### src/rtl/spi_master_sck_gen_if.sv
// Handshake and SPI clock-generator signal bundle shared by the master control FSM
// (master modport) and the serial-clock generator (slave modport).
interface spi_master_sck_gen_if #(
  parameter int DIV_WIDTH = 16,
  parameter int CNT_WIDTH = 8
);
  logic [DIV_WIDTH-1:0] clk_div;
  logic                 clk_div_valid;
  logic                 cpol;
  logic                 cpha;
  logic [CNT_WIDTH-1:0] num_bits;
  logic                 start;
  logic                 abort;
  logic                 busy;
  logic                 done;
  logic                 spi_clk;
  logic                 spi_sample;
  logic                 spi_shift;

  modport master (
    output clk_div, clk_div_valid, cpol, cpha, num_bits, start, abort,
    input  busy, done, spi_clk, spi_sample, spi_shift
  );

  modport slave (
    input  clk_div, clk_div_valid, cpol, cpha, num_bits, start, abort,
    output busy, done, spi_clk, spi_sample, spi_shift
  );
endinterface

### src/rtl/spi_master_sck_gen.sv
// SPI master serial-clock generator: one N-bit transfer per start, all four CPOL/CPHA
// modes, half-period setup/hold around the clock burst, single-cycle sample/shift strobes.
module spi_master_sck_gen #(
  parameter int DIV_WIDTH = 16,
  parameter int CNT_WIDTH = 8
) (
  input  logic                  clk,
  input  logic                  rstn,
  spi_master_sck_gen_if.slave   bus
);

  typedef enum logic [1:0] {IDLE, SETUP, RUN, HOLD} state_t;

  state_t               state_q, state_d;
  logic [DIV_WIDTH-1:0] cnt_q, cnt_d;
  logic [DIV_WIDTH-1:0] div_q, div_d;
  logic [DIV_WIDTH-1:0] pend_q, pend_d;
  logic                 pend_vld_q, pend_vld_d;
  logic                 lat_cpol_q, lat_cpol_d;
  logic                 lat_cpha_q, lat_cpha_d;
  logic [CNT_WIDTH-1:0] lat_n_q, lat_n_d;
  logic [CNT_WIDTH:0]   edge_q, edge_d;
  logic                 spi_clk_q, spi_clk_d;
  logic                 sample_q, sample_d;
  logic                 shift_q, shift_d;
  logic                 busy_q, busy_d;
  logic                 done_q, done_d;

  logic                 tick;
  logic                 go_idle;
  logic [CNT_WIDTH:0]   edge_nxt;
  logic [CNT_WIDTH:0]   last_edge;
  logic [1:0]           strobes;

  // {sample, shift} for edge e. With CPHA=0 the first bit is preloaded at start,
  // so the final trailing edge carries no shift.
  function automatic logic [1:0] strobe_sel(input logic [CNT_WIDTH:0] e,
                                            input logic               pha,
                                            input logic [CNT_WIDTH:0] last);
    logic smp;
    smp = e[0] ^ pha;
    return {smp, ~smp & ~(~pha & (e == last))};
  endfunction

  assign tick      = (cnt_q == div_q);
  assign edge_nxt  = edge_q + (CNT_WIDTH+1)'(1);
  assign last_edge = {lat_n_q, 1'b0};
  assign strobes   = strobe_sel(edge_nxt, lat_cpha_q, last_edge);

  always_comb begin
    state_d    = state_q;
    cnt_d      = cnt_q;
    div_d      = div_q;
    pend_d     = pend_q;
    pend_vld_d = pend_vld_q;
    lat_cpol_d = lat_cpol_q;
    lat_cpha_d = lat_cpha_q;
    lat_n_d    = lat_n_q;
    edge_d     = edge_q;
    spi_clk_d  = spi_clk_q;
    sample_d   = 1'b0;
    shift_d    = 1'b0;
    busy_d     = busy_q;
    done_d     = 1'b0;
    go_idle    = 1'b0;

    if (state_q == IDLE) begin
      spi_clk_d = bus.cpol;
      busy_d    = 1'b0;
      cnt_d     = '0;
      if (bus.clk_div_valid) div_d = bus.clk_div;
      if (bus.start) begin
        if (bus.num_bits != '0) begin
          state_d    = SETUP;
          lat_cpol_d = bus.cpol;
          lat_cpha_d = bus.cpha;
          lat_n_d    = bus.num_bits;
          edge_d     = '0;
          busy_d     = 1'b1;
        end else begin
          done_d = 1'b1;
        end
      end
    end else begin
      // Divider writes during a transfer are parked until the FSM is back in IDLE.
      cnt_d = tick ? '0 : cnt_q + DIV_WIDTH'(1);
      if (bus.clk_div_valid) begin
        pend_d     = bus.clk_div;
        pend_vld_d = 1'b1;
      end
      if (bus.abort) begin
        state_d   = IDLE;
        spi_clk_d = lat_cpol_q;
        busy_d    = 1'b0;
        go_idle   = 1'b1;
      end else if (tick) begin
        case (state_q)
          SETUP, RUN: begin
            spi_clk_d = ~spi_clk_q;
            edge_d    = edge_nxt;
            sample_d  = strobes[1];
            shift_d   = strobes[0];
            state_d   = (edge_nxt == last_edge) ? HOLD : RUN;
          end
          HOLD: begin
            state_d = IDLE;
            done_d  = 1'b1;
            busy_d  = 1'b0;
            go_idle = 1'b1;
          end
          default: state_d = IDLE;
        endcase
      end
      if (go_idle) begin
        if (bus.clk_div_valid)  div_d = bus.clk_div;
        else if (pend_vld_q)    div_d = pend_q;
        pend_vld_d = 1'b0;
      end
    end
  end

  always_ff @(posedge clk or negedge rstn) begin
    if (!rstn) begin
      state_q    <= IDLE;
      cnt_q      <= '0;
      div_q      <= '0;
      pend_q     <= '0;
      pend_vld_q <= 1'b0;
      lat_cpol_q <= 1'b0;
      lat_cpha_q <= 1'b0;
      lat_n_q    <= '0;
      edge_q     <= '0;
      spi_clk_q  <= 1'b0;
      sample_q   <= 1'b0;
      shift_q    <= 1'b0;
      busy_q     <= 1'b0;
      done_q     <= 1'b0;
    end else begin
      state_q    <= state_d;
      cnt_q      <= cnt_d;
      div_q      <= div_d;
      pend_q     <= pend_d;
      pend_vld_q <= pend_vld_d;
      lat_cpol_q <= lat_cpol_d;
      lat_cpha_q <= lat_cpha_d;
      lat_n_q    <= lat_n_d;
      edge_q     <= edge_d;
      spi_clk_q  <= spi_clk_d;
      sample_q   <= sample_d;
      shift_q    <= shift_d;
      busy_q     <= busy_d;
      done_q     <= done_d;
    end
  end

  assign bus.busy       = busy_q;
  assign bus.done       = done_q;
  assign bus.spi_clk    = spi_clk_q;
  assign bus.spi_sample = sample_q;
  assign bus.spi_shift  = shift_q;

endmodule
### src/flat_wrapper.sv
// flat-port wrapper written by rule: the top's interface ports become plain ports
module spi_master_sck_gen_flat 
#(
  parameter int DIV_WIDTH = 16,
  parameter int CNT_WIDTH = 8
)
  (clk, rstn, bus_clk_div, bus_clk_div_valid, bus_cpol, bus_cpha, bus_num_bits, bus_start, bus_abort, bus_busy, bus_done, bus_spi_clk, bus_spi_sample, bus_spi_shift);
  spi_master_sck_gen_if #(.DIV_WIDTH(DIV_WIDTH), .CNT_WIDTH(CNT_WIDTH)) bus_i ();
  input  logic clk;
  input  logic rstn;
  input wire logic [$bits(bus_i.clk_div)-1:0] bus_clk_div;
  input wire logic [$bits(bus_i.clk_div_valid)-1:0] bus_clk_div_valid;
  input wire logic [$bits(bus_i.cpol)-1:0] bus_cpol;
  input wire logic [$bits(bus_i.cpha)-1:0] bus_cpha;
  input wire logic [$bits(bus_i.num_bits)-1:0] bus_num_bits;
  input wire logic [$bits(bus_i.start)-1:0] bus_start;
  input wire logic [$bits(bus_i.abort)-1:0] bus_abort;
  output wire logic [$bits(bus_i.busy)-1:0] bus_busy;
  output wire logic [$bits(bus_i.done)-1:0] bus_done;
  output wire logic [$bits(bus_i.spi_clk)-1:0] bus_spi_clk;
  output wire logic [$bits(bus_i.spi_sample)-1:0] bus_spi_sample;
  output wire logic [$bits(bus_i.spi_shift)-1:0] bus_spi_shift;
  assign bus_i.clk_div = bus_clk_div;
  assign bus_i.clk_div_valid = bus_clk_div_valid;
  assign bus_i.cpol = bus_cpol;
  assign bus_i.cpha = bus_cpha;
  assign bus_i.num_bits = bus_num_bits;
  assign bus_i.start = bus_start;
  assign bus_i.abort = bus_abort;
  assign bus_busy = bus_i.busy;
  assign bus_done = bus_i.done;
  assign bus_spi_clk = bus_i.spi_clk;
  assign bus_spi_sample = bus_i.spi_sample;
  assign bus_spi_shift = bus_i.spi_shift;
  spi_master_sck_gen #(.DIV_WIDTH(DIV_WIDTH), .CNT_WIDTH(CNT_WIDTH)) u_core (.clk(clk), .rstn(rstn), .bus(bus_i));
endmodule
### config.mk
export PLATFORM = sky130hd
export DESIGN_NAME = spi_master_sck_gen_flat
export DESIGN_NICKNAME = d
export VERILOG_FILES = /design/src/rtl/spi_master_sck_gen_if.sv /design/src/rtl/spi_master_sck_gen.sv /design/src/flat_wrapper.sv
export SDC_FILE = /design/constraint.sdc
export NUM_CORES = 1
export LEC_CHECK = 0
export BUFFER_PORTS_ARGS = -buffer_cell sky130_fd_sc_hd__buf_2
export CORE_AREA = 5 5 91 93
export DETAILED_ROUTE_END_ITERATION = 8
export DIE_AREA = 0 0 96 98
export PLACE_DENSITY = 0.73
export SLEW_MARGIN = 15
export SYNTH_ARGS = -nofsm -noshare
export SYNTH_HDL_FRONTEND = slang
export SYNTH_SLANG_ARGS = --single-unit
### constraint.sdc
create_clock -name clk -period 3.35 [get_ports clk]
set_clock_uncertainty 0.2 [all_clocks]
set_input_delay 0.335 -clock clk [delete_from_list [all_inputs] [get_ports clk]]
set_output_delay 0.335 -clock clk [all_outputs]
set_load 0.01 [all_outputs]
Yosys cells after proc, flatten, opt, wreduce, memory -nomap -nowiden. Index checks and enable logic that the tools add are counted.

Bitwise logic cells: 8. Equal/unequal tests: 10. Multiplexer cells: 48. Add/sub/neg operators: 2. Reduce and logical (&&, ||, !) cells: 18.

Operators with widths (number): $mux 16 (7); $mux 9 (6); $mux 1 (29); $add 16x1->16 const B (1); $eq 16x16->1 (1); $mux 2 (6); $add 9x1->9 const B (1); $eq 9x9->1 (1); $reduce_and 3->1 (3); $reduce_bool 3->1 (3); $reduce_and 2->1 (4); $reduce_bool 2->1 (4); $reduce_bool 8->1 (1); $ne 2x2->1 const B (3); $not 1->1 (5); $reduce_and 5->1 (1); $eq 2x2->1 const B (2); $ne 3x2->1 const B (1); $and 1x1->1 (2); $eq 2x1->1 const B (1); $logic_not 2->1 (1); $ne 2x1->1 const B (1); $reduce_or 2->1 (1); $xor 1x1->1 (1).

Logic and storage cells: 100. Register bits: 75. Output and inout bits: 5.

Logic depth before layout (Yosys ltp).
Depth after elaboration: 9. Depth in mapped cells: 8. Mapped depth without buffers: 7.

Least setup slack after synthesis. No wires, ideal clock.

Path kind: flip-flop to flip-flop. Start: register u_core.state_q[0]. End: register u_core.div_q[0]. Path slack: 1.039 ns. Cell stages (with the launch flop): 7. Arrival time: 1.986 ns. Clock period less this slack: 2.311 ns. Data required time: 3.025 ns. Cell sequence: dfrtp_1 > inv_1 > ha_1 > nor2_1 > clkbuf_1 > mux2_2 > mux2_4.

Word-level cells in the longest chain between the ends: 7. Elaborated cells on any way between the ends: 11. Classes of those cells: eq/ne (3); mux (5); reduce/logical (3).

RTL lines: start, declared (RTL line spi_master_sck_gen.sv:14) `state_t state_q, state_d;`; start signal, assigned (RTL line spi_master_sck_gen.sv:139) `state_q <= state_d;`; $eq 2x2->1 (RTL line spi_master_sck_gen.sv:97) `case (state_q)`; $mux 1 (RTL line spi_master_sck_gen.sv:97); $mux 1 (RTL line spi_master_sck_gen.sv:96) `end else if (tick) begin`; $mux 1 (RTL line spi_master_sck_gen.sv:91) `if (bus.abort) begin`; $mux 1 (RTL line spi_master_sck_gen.sv:67) `if (state_q == IDLE) begin`; $ne 3x2->1 (no source line) / $reduce_bool 2->1 (equally long branches); $reduce_and 3->1 (no source line); end signal, assigned (RTL line spi_master_sck_gen.sv:141) `div_q <= div_d;`; end, declared (RTL line spi_master_sck_gen.sv:16) `logic [DIV_WIDTH-1:0] div_q, div_d;`.

Several ways; a longest one is shown, not always the timed one. The select of a mux whose other input is x is not followed. A chain may end at the register's enable or synchronous reset.

Final worst setup path.
Start: register u_core.state_q[1]. End: register u_core.div_q[9].

The elaborated chain is that of the path after synthesis.

==> results.cfg <==
[grt]
use_met1_pct = 22.93
busiest_layer = met2
grt_util_met2_pct = 27.62
grt_pass1_wl_microns = 12960
grt_use_met3_pct = 4.545
grt_max_degree = 76
grt_pass1_vias = 2810
grt_use_total_pct = 17.58
grt-ovfl-total = 0
antenna_found_initial = 0

[route]
drc = 0
drt_iter0_drc = 60
wirelength_microns = 7614
ant_nets = 0
wire_per_inst_microns = 15.76
firstDrtPassIters = 4
via_count = 2665
vias_per_cell = 5.518

[floorplan]
core_sq_mm = 0.007447
die_area_sq_mm = 0.009408
row_count = 32
io_pins = 36
initial_core_util_pct = 52.28
die_w_microns = 96
die_height_microns = 98

[cts]
clock_latency_ns = 0.35
numCtsBuffers = 9
tritoncts = done
clk_pin_slew_ns = 0.09
clock-root-buffer = clkbuf_8
cts_sinks = 75
clk_path_buf_depth = 2
h-tree-depth = 3
cts.repair.resized = 0

[synthesis]
synth_seq_area_share_pct = 48.20
yosys.cell_count.top_type = dfrtp_1
syn_area_per_cell_sq_um = 11.45
syn-cell-area_sq_mm = 0.003894
synthCells = 340
synth_nets = 375
synth_cell_types = 45
yosysWarnings = 0
synth_enable_flop_cells = 0
synth_area_leader_cell = dfrtp_1
synth_top_area_share_pct = 48.20
synth_area_leaders = dfrtp_1 (48%), mux2_2 (14%), xor2_1 (6.5%)
ys_top_cells_by_count = dfrtp_1 (75), mux2_2 (48), xor2_1 (29)
synthArstFlopShare_pct = 100.0
synth_seq_cells = 75
ys.flop_type = dfrtp_1

[final_layout]
fill_cells = 637
stdcell_count = 483
fin_util_pct = 59.09
fin_nets = 411
num_antenna_cells = 0
layout-drive-gt1-share_pct = 32.81
syn2layout_area_growth_pct = 13.01

[timing]
setup_viol = 0
slew_headroom_pct = 36.65
worstMarginPinSlew_ns = 0.9502
drv_slew = 0
period_minus_slack_ns = 2.486
finalSetupTns_ns = 0
max_freq_ghz = 0.4022
hold_viol = 0
timing.final.crit_share_pct = 74.22
rsz0062_at_grt = no

[placed_design]
port_buffers = 35
placed_cells_incl_taps = 466
gp_congestion = 0.7760
place_hpwl_microns = 5335

[pwr]
combPwrFrac_pct = 31.9
switching_power_w = 0.001040
seq_power_share_pct = 42.7
intPower_w = 0.002265
ir_worst_vdd_mv = 0.4775
p_clk_share_pct = 25.4
p_sw_share_pct = 31.46
leakagePower_nw = 1.976
powerDensity_mw_per_mm2 = 751.1

[setup_path]
path_class = register to register
crit_arrival_ns = 2.52
critical_path_required_ns = 3.39
cp_max_fo = 16
cp-start-kind = register
critPathCaptureType = register
r2r_slack_ns = 0.86

[min_path]
holdCritPathClass = primary input to register

[outcome]
status = completed

[run]
cap_violations = 0
## worst paths after layout
kind | cells past startpoint | end | start
max | 5 | u_core.div_q[9] | u_core.state_q[1]
min | 2 | u_core.pend_q[14] | bus_clk_div[14]
max reg2reg | 5 | u_core.div_q[9] | u_core.state_q[1]
min in group asynchronous | 2 | u_core.div_q[7] | rstn
min reg2reg | 1 | u_core.pend_q[11] | u_core.pend_q[11]
max in group asynchronous | 2 | u_core.bus.done | rstn
## placed cells by master, fill, tap and decap left out, types with 7 or more instances in the layout
master     n
mux2_2    48
a21oi_1   14
nor3_1     7
clkbuf_8   9
nor2_1    26
and3_1     7
o21ai_0    9
nand3_1   12
mux2_4    10
xnor2_1    9
inv_1      8
nand2_1   16
dfrtp_1   75
xor2_1    29
buf_2     34
## power groups by stage
stage          Sequential (W)  Combinational, W  Clock (W)
6_report              0.00141           0.00106   0.000840
5_1_grt               0.00144           0.00116   0.000899
4_1_cts               0.00141           0.00106   0.000851
3_5_place_dp          0.00143           0.00105          0
3_3_place_gp          0.00141           0.00102          0
2_1_floorplan         0.00136          0.000861          0
## state kept, by name, indices dropped and copies added (netlist names)
name / count
u_core.bus.busy: 1
u_core.cnt_q: 16
u_core.bus.done: 1
u_core.pend_vld_q: 1
u_core.bus.spi_shift: 1
u_core.bus.spi_clk: 1
u_core.div_q: 16
u_core.pend_q: 16
u_core.lat_cpol_q: 1
u_core.edge_q: 9
u_core.bus.spi_sample: 1
u_core.lat_n_q: 8
u_core.state_q: 2
u_core.lat_cpha_q: 1
## critical path, cell delays in order (launching register included)
cell and delay, ns:
dfrtp_1 0.41, inv_1 0.06, ha_1 0.34, or2_2 0.42, o21ai_4 0.54, mux2_2 0.40
## cell type report
type | instances | area, sq um | share of cell area, %
multi-input combinational | 243 | 1916 | 43.53
tap | 102 | 127.6 | 2.900
sequential | 75 | 1877 | 42.65
clock inverter | 6 | 112.6 | 2.559
clock buffer | 10 | 127.6 | 2.900
timing repair buffer | 39 | 210.2 | 4.777
inverter | 8 | 30.03 | 0.6824
## repair_timing
action                                  in CTS  in global routing
hold buffers                                 1                  0
hold endpoints to repair                    75                  0
endpoints found under the setup margin       0                  0
buffers inserted                             0                  0
## logic make-up after synthesis
group / after synthesis / synth area share (%)
adders and majority gates: 4 / 1.285
muxes: 58 / 17.74
buffers and inverters: 22 / 2.603
AOI/OAI and AO/OA: 46 / 7.841
and+or+nand+nor: 97 / 13.79
xor gates and xnor gates: 38 / 8.548
DFF: 75 / 48.20
## stage by stage
stage / area, sq um / hold slack [ns] / total power, W / setup WS (ns)
5_1_grt: 4400 / 0.01342 / 0.003503 / 0.6693
6_report: 4400 / 0.02148 / 0.003305 / 0.8637
3_3_place_gp: 4150 / 0.2847 / 0.002432 / 0.9511
2_1_floorplan: 3894 / -0.1606 / 0.002223 / 1.039
4_1_cts: 4400 / 0.01340 / 0.003326 / 0.8589
3_5_place_dp: 4150 / 0.2911 / 0.002478 / 0.8885
## per-layer routing
layer  share of wire, %  routed length [microns]
met1                 44                     3368
met2                 50                     3807
met3                3.6                      275
met4                2.1                      163
met5                  0                        0
No activity file was read; power rests on OpenSTA's default activity.
